--- config.mk ---
export PLATFORM = sky130hd
export DESIGN_NAME = umi_req_buffer
export DESIGN_NICKNAME = d
export VERILOG_FILES = /design/src/rtl/umi_pkg.sv /design/src/rtl/umi_req_buffer_mem.sv /design/src/rtl/umi_req_buffer.sv
export SDC_FILE = /design/constraint.sdc
export NUM_CORES = 1
export LEC_CHECK = 0
export ABC_AREA = 1
export CORE_MARGIN = 2
export CORE_UTILIZATION = 35
export CTS_CLUSTER_DIAMETER = 80
export DETAILED_ROUTE_END_ITERATION = 6
export PLACE_DENSITY = 0.58
export SYNTH_ARGS = -nofsm -noshare
export SYNTH_HDL_FRONTEND = slang
export SYNTH_SLANG_ARGS = --single-unit
--- constraint.sdc ---
create_clock -name clk -period 23.9 [get_ports clk]
set_input_delay 5.975 -clock clk [delete_from_list [all_inputs] [get_ports clk]]
set_output_delay 5.975 -clock clk [all_outputs]
set_load 0.005 [all_outputs]
--- src/rtl/umi_pkg.sv ---
// Shared UMI request definitions: default field widths and the request-entry layout.
// The entry order (cmd, dstaddr, srcaddr, data) is the storage order used by the request buffer.
package umi_pkg;

  localparam int UMI_DW = 256;
  localparam int UMI_AW = 64;
  localparam int UMI_CW = 32;

  localparam logic [31:0] ACC_CNT_MAX = 32'hFFFF_FFFF;

  // Default-width entry; modules with overridden widths declare the same layout locally.
  typedef struct packed {
    logic [UMI_CW-1:0] cmd;
    logic [UMI_AW-1:0] dstaddr;
    logic [UMI_AW-1:0] srcaddr;
    logic [UMI_DW-1:0] data;
  } umi_req_t;

  function automatic int umi_entry_w(input int cw, input int aw, input int dw);
    return cw + 2 * aw + dw;
  endfunction

endpackage

--- src/rtl/umi_req_buffer_mem.sv ---
// Request storage array: one synchronous write port, one asynchronous read port.
// Write data lands at the rising edge; read data follows rd_addr combinationally, contents are never reset.
module umi_req_buffer_mem #(
  parameter int DEPTH  = 4,
  parameter int WIDTH  = 416,
  parameter int ADDR_W = $clog2(DEPTH)
) (
  input  logic              clk,
  input  logic              wr_en,
  input  logic [ADDR_W-1:0] wr_addr,
  input  logic [WIDTH-1:0]  wr_data,
  input  logic [ADDR_W-1:0] rd_addr,
  output logic [WIDTH-1:0]  rd_data
);

  logic [WIDTH-1:0] mem_q [DEPTH];

  always_ff @(posedge clk) begin
    if (wr_en) begin
      mem_q[wr_addr] <= wr_data;
    end
  end

  assign rd_data = mem_q[rd_addr];

endmodule

--- src/rtl/umi_req_buffer.sv ---
// FIFO buffer for UMI requests heading to a memory device; one cycle from push to out_valid, no bypass.
// in_ready is simply !full, so a full buffer refuses input even when a pop happens in the same cycle.
module umi_req_buffer
  import umi_pkg::*;
#(
  parameter int DW    = UMI_DW,
  parameter int AW    = UMI_AW,
  parameter int CW    = UMI_CW,
  parameter int DEPTH = 4
) (
  input  logic                     clk,
  input  logic                     rst,
  input  logic                     in_valid,
  output logic                     in_ready,
  input  logic [CW-1:0]            in_cmd,
  input  logic [AW-1:0]            in_dstaddr,
  input  logic [AW-1:0]            in_srcaddr,
  input  logic [DW-1:0]            in_data,
  output logic                     out_valid,
  input  logic                     out_ready,
  output logic [CW-1:0]            out_cmd,
  output logic [AW-1:0]            out_dstaddr,
  output logic [AW-1:0]            out_srcaddr,
  output logic [DW-1:0]            out_data,
  output logic [$clog2(DEPTH):0]   count,
  output logic                     full,
  output logic                     empty,
  output logic [31:0]              accepted_cnt
);

  localparam int PW = $clog2(DEPTH) + 1;
  localparam int EW = umi_entry_w(CW, AW, DW);

  typedef struct packed {
    logic [CW-1:0] cmd;
    logic [AW-1:0] dstaddr;
    logic [AW-1:0] srcaddr;
    logic [DW-1:0] data;
  } req_t;

  logic [PW-1:0] wr_ptr_q;
  logic [PW-1:0] rd_ptr_q;
  logic [31:0]   acc_cnt_q;
  logic          push;
  logic          pop;
  req_t          wr_entry;
  req_t          rd_entry;

  // Extra pointer MSB distinguishes full from empty when the index bits match.
  assign full  = (wr_ptr_q[PW-1] != rd_ptr_q[PW-1]) &&
                 (wr_ptr_q[PW-2:0] == rd_ptr_q[PW-2:0]);
  assign empty = (wr_ptr_q == rd_ptr_q);
  assign count = wr_ptr_q - rd_ptr_q;

  assign in_ready  = !full;
  assign out_valid = !empty;

  assign push = in_valid && in_ready;
  assign pop  = out_valid && out_ready;

  always_ff @(posedge clk) begin
    if (rst) begin
      wr_ptr_q  <= '0;
      rd_ptr_q  <= '0;
      acc_cnt_q <= '0;
    end else begin
      if (push) begin
        wr_ptr_q <= wr_ptr_q + PW'(1);
      end
      if (pop) begin
        rd_ptr_q <= rd_ptr_q + PW'(1);
      end
      if (push && (acc_cnt_q != ACC_CNT_MAX)) begin
        acc_cnt_q <= acc_cnt_q + 32'd1;
      end
    end
  end

  assign accepted_cnt = acc_cnt_q;

  assign wr_entry.cmd     = in_cmd;
  assign wr_entry.dstaddr = in_dstaddr;
  assign wr_entry.srcaddr = in_srcaddr;
  assign wr_entry.data    = in_data;

  // Write is gated by rst so a push in the reset cycle leaves no trace.
  umi_req_buffer_mem #(
    .DEPTH  (DEPTH),
    .WIDTH  (EW),
    .ADDR_W (PW - 1)
  ) u_mem (
    .clk     (clk),
    .wr_en   (push && !rst),
    .wr_addr (wr_ptr_q[PW-2:0]),
    .wr_data (wr_entry),
    .rd_addr (rd_ptr_q[PW-2:0]),
    .rd_data (rd_entry)
  );

  assign out_cmd     = rd_entry.cmd;
  assign out_dstaddr = rd_entry.dstaddr;
  assign out_srcaddr = rd_entry.srcaddr;
  assign out_data    = rd_entry.data;

endmodule

* Yosys cells after proc, flatten, opt, wreduce, memory -nomap -nowiden
Memories as Yosys holds them, arrays and structs flattened. A register that Yosys moved wholly into a read port is not among the register bits. Index checks and enable logic that the tools add are counted.
Cells by class: muxes and demuxes 4, equal/unequal tests 4, reduce and logical (&&, ||, !) cells 8, $add $sub $neg 4
Operator list (number):
- 32-bit by 1-bit adder with 32-bit output, second input constant | 1
- 32-bit inequality test, second input constant | 1
- 3-bit by 1-bit adder with 3-bit output, second input constant | 2
- 1-bit logical AND | 5
- 2-bit two-way mux | 2
- 3-bit equality test | 1
- 1-bit zero test | 3
- 3-bit subtractor | 1
- 2-bit equality test | 1
- 1-bit two-way mux | 2
- 1-bit inequality test | 1
Storage, ports and cells: input port bits 420, register bits 38, memories kept 1, RAM bits 1664
Memories:
- u_mem.mem_q | words 4, width 416, read ports 1, clocked after Yosys merged registers in 1, wr ports 1, line umi_req_buffer_mem.sv:16 | logic [WIDTH-1:0] mem_q [DEPTH];

* Longest topological paths before layout
depth after elaboration 7, mapped depth 11, gate-level depth less buffers 11

* By module
Synthesis repeated with hierarchy kept, for this count alone.
Second synthesis, totals: cells, all modules 6916, area total of the unflattened synthesis 72179.2 µm²
Modules (own cells, without submodules):
- umi_req_buffer_mem | sequential area each 49967.9 µm², area each 69749.4 µm², cells each 6526, times used 1
- umi_req_buffer | sequential area each 760.7 µm², area each 2429.8 µm², cells each 390, times used 1

* Worst setup path after synthesis
No wires, ideal clock.
kind input to register, start point input port in_valid, end point memory u_mem.mem_q[0][0] (enable), slack -0.963 ns, cell stages on the path 5, data arrival time 23.660 ns, library setup time 1.203 ns, cells stage by stage inv_1 a21oi_4 buf_4 nand2_1 nor2_1
Between the ends: longest elaborated chain between the ends 4
Ends and longest elaborated chain:
- from (decl) | line umi_req_buffer.sv:13 | input logic in_valid,
- 1-bit logical AND | line umi_req_buffer.sv:58 | assign push = in_valid && in_ready;
- 1-bit logical AND | line umi_req_buffer.sv:93 | .wr_en (push && !rst),
- 1-bit two-way mux | line umi_req_buffer_mem.sv:19 | if (wr_en) begin
- 1-bit two-way mux (implied by the code) | line umi_req_buffer_mem.sv:20 | mem_q[wr_addr] <= wr_data;
- to (decl) | line umi_req_buffer_mem.sv:16
No other way between the ends.

==> summary.txt <==
Clock tree
  • Max clock buf depth: 3
  • Clk_lat worst skew: roughly 0.8 ns
  • Cts bufs inserted: 180
  • CTS Hold Bufs: 0
  • Post-cts sizing count: 0
  • H-Tree Depth: 4
  • Reg clk slew, reported paths: 0.06 ns
  • CTS tree: built
  • Root Buffer: clkbuf_16
  • # Post-CTS Setup Buffers: 0
  • Clock sink count: roughly 1,700

Yosys
  • Post-synthesis cell type count: 31
  • Mean Syn Cell Area: 14.4 sq um
  • Yosys reg bits: 1,704
  • Mapped Cells: 4,415
  • Sequential share of the synthesized area: 79.9%
  • Simple-gate share of the synthesized area: 6.59%
  • Post-Synth Adder-Cell Area: 0.189%
  • Main combinational cell family by area after synthesis: compound AO/OA/AOI/OAI gates
  • Syn_nets: between 4,000 and 5,000
  • Synth Area in XOR/XNOR: less than 1%
  • Async S/R FF share, synth: 0%
  • Post-synthesis cell area: 63,500 sq um
  • Number of flops mapped to enable cells by yosys: about 1,700
  • Post-synthesis compound-gate area fraction: 11.0%
  • Synth warn: 0
  • Main flop type after synthesis: edfxtp_1
  • Mux contribution to synthesized area: 0%

Route
  • Via density: 5.09
  • DRT antenna net count: 0
  • DRT iter0 DRCs: 3,178
  • Wire length per cell: 22.9 um
  • Via count: 39,700
  • Remaining DRCs: 0
  • Pre-Repair DR Iteration Count: 7
  • Routed Wire Length: 179 mm

STA
  • Final Critical Period: between 10 and 15 ns
  • Count of pins over their slew limit: 0
  • RSZ-0062 raised after global routing: no
  • Fmax: ~80 MHz
  • Fin. Hold Viols: 0
  • Final setup vio count: 0
  • Final worst clock skew: just over 0.03 ns
  • Final Cycle Share: 51.6%
  • Final worst slack: approximately 12 ns
  • Worst slew margin: 17.3%
  • Worst slew pin tran: 1.24 ns
  • Setup TNS Final: 0 ns

Global route
  • Gr ovfl total: 0
  • Pin count of the biggest net entering global routing: 169
  • Total GRT Usage: 18.7%
  • GRT met1 Usage: 22.5%
  • Number of global-route vias before repair: 38,100
  • Met2 GRT Util: 30.9%
  • Global routing usage on met3: 4.69%
  • First-pass GRT wire length: 258 mm
  • Most used routing layer: met2
  • Initial antenna violation count: 63

Worst setup path
  • Worst EP arrival: 6.36 ns
  • Crit-path cells: inv_8 > buf_4 > buf_4 > buf_4 > buf_4 > o21ai_0 > o22ai_1 > clkdlybuf4s50_1
  • CP Launch Type: register
  • CP endpoint kind: primary output
  • Worst-path fanout max: around 120
  • Worst Path Buf+Inv: 6
  • Worst path slowest cell: buf_4
  • Max incr delay on CP: 0.90 ns
  • Cell depth of the worst setup path: 8
  • R2r worst-path depth: 10
  • Cell family with most CP delay: buffers and inverters
  • CP most frequent cell: buf_4
  • Worst Path Required: 17.93 ns
  • CP Class: reg -> out

Cells and area
  • Share of layout cells above drive strength 1: 5.81%
  • Most common cell after layout, fill and taps aside: edfxtp_1
  • P&R area growth vs syn: 26.2%
  • Highest-count cells in the layout ignoring fill and taps: edfxtp_1, nor2_1, clkdlybuf4s50_1, o21ai_0, o22ai_1
  • Nets: ~5,700

Die
  • # rows: 156
  • Die Y: 430 um
  • Die X: 430 um
  • Top Ports: approximately 880
  • Die footprint: 185,000 sq um
  • Initial Utilization: 35.2%
  • Core area: 181,000 sq um

Flow run
  • Maxcap violations: 0

Power and ir drop
  • Static leakage: around 26 nW
  • Cell Pwr Density: around 94 nW/um^2
  • Pwr Total: 7.51 mW
  • VDD IR max: 69.3 uV

Place
  • Buffers on Ports: just under 900
  • DPL Wire Length: 109 mm
  • RePlAce Congestion: approximately 0.9
  • Worst slack, placed: 12.26 ns

Min path
  • Worst hold path depth: 2
  • HP Class: reg -> reg

Run status
  • Status: finished, final reports clean
## synth_stat cells (all sizes together), types with 2 or more instances
cell type,count,share of area [%]
xnor2,2,0.028
xor2,2,0.028
nor3,3,0.032
dfxtp,40,1.3
nand2,104,0.64
and2,2,0.020
clkbuf,200,1.2
nand3,38,0.32
inv,43,0.25
a21oi,36,0.30
ha,8,0.16
o22ai,416,4.1
o21ai,836,6.6
nor2,925,5.5
buf,86,0.82
edfxtp,1664,79
nand4,7,0.069
## layer usage
layer | up-vias | wire length, um
li1 | 18300 | -
met3 | 364 | 11200
met1 | 19700 | 69700
met2 | 1211 | 89000
met5 | - | 214
met4 | 34 | 8530
## cell families after synthesis
kind of cell | count (synthesis)
xor+xnor | 4
compound gates | 1288
flops | 1704
simple gates | 1080
fa+ha+maj | 9
buf+inv | 330
## flip-flops by register name, summed over array words and instances, names as in the netlist, named ones only
register,cells
u_mem.mem_q,1664
wr_ptr_q,3
rd_ptr_q,3
accepted_cnt,32
## final timing paths
kind                     from                  end  slack, ns
setup / recovery     register          out_cmd[17]      11.56
hold / removal    rd_ptr_q[2]          rd_ptr_q[2]       0.49
setup reg to reg  wr_ptr_q[0]  u_mem.mem_q[2][226]      18.41
hold reg to reg   rd_ptr_q[2]          rd_ptr_q[2]       0.49
## where the power goes
group	internal, mW	leakage (nW)	switching [mW]
clock network	1.50	2.71	1.15
logic	0.631	7.66	0.828
registers	3.38	15.4	0.0281
total	5.50	25.8	2.01
## through the flow
step	cell area, sq um	utilization [%]	std cells	hold WS [ns]
3_5_place_dp	74500	41.3	7427	0.480
6_report	80200	44.4	7790	0.486
2_1_floorplan	63500	-	4415	0.454
4_1_cts	80100	44.3	7754	0.489
3_3_place_gp	74500	41.3	7427	0.467
5_1_grt	80100	44.4	7787	0.526
## area by class of cell
cell class	count	area, sq um
Sequential cell	1704	50800
Antenna cell	36	90.1
Clock inverter	90	772
Inverter	44	180
Clock buffer	237	4800
Timing Repair Buffer	928	9220
Fill cell	16100	100000
Tap cell	2370	2970
Multi-Input combinational cell	2381	11400
## worst reg2reg max path, cell delays in order (launching register included)
cell	delay [ns]
dfxtp_1	0.35
inv_1	0.11
ha_1	0.31
nand2_1	0.08
inv_1	0.10
a21oi_4	0.41
nand2_1	0.37
nor2_4	0.86
buf_12	0.48
buf_4	1.14
buf_4	0.87
(Power assumes the default switching activity.)
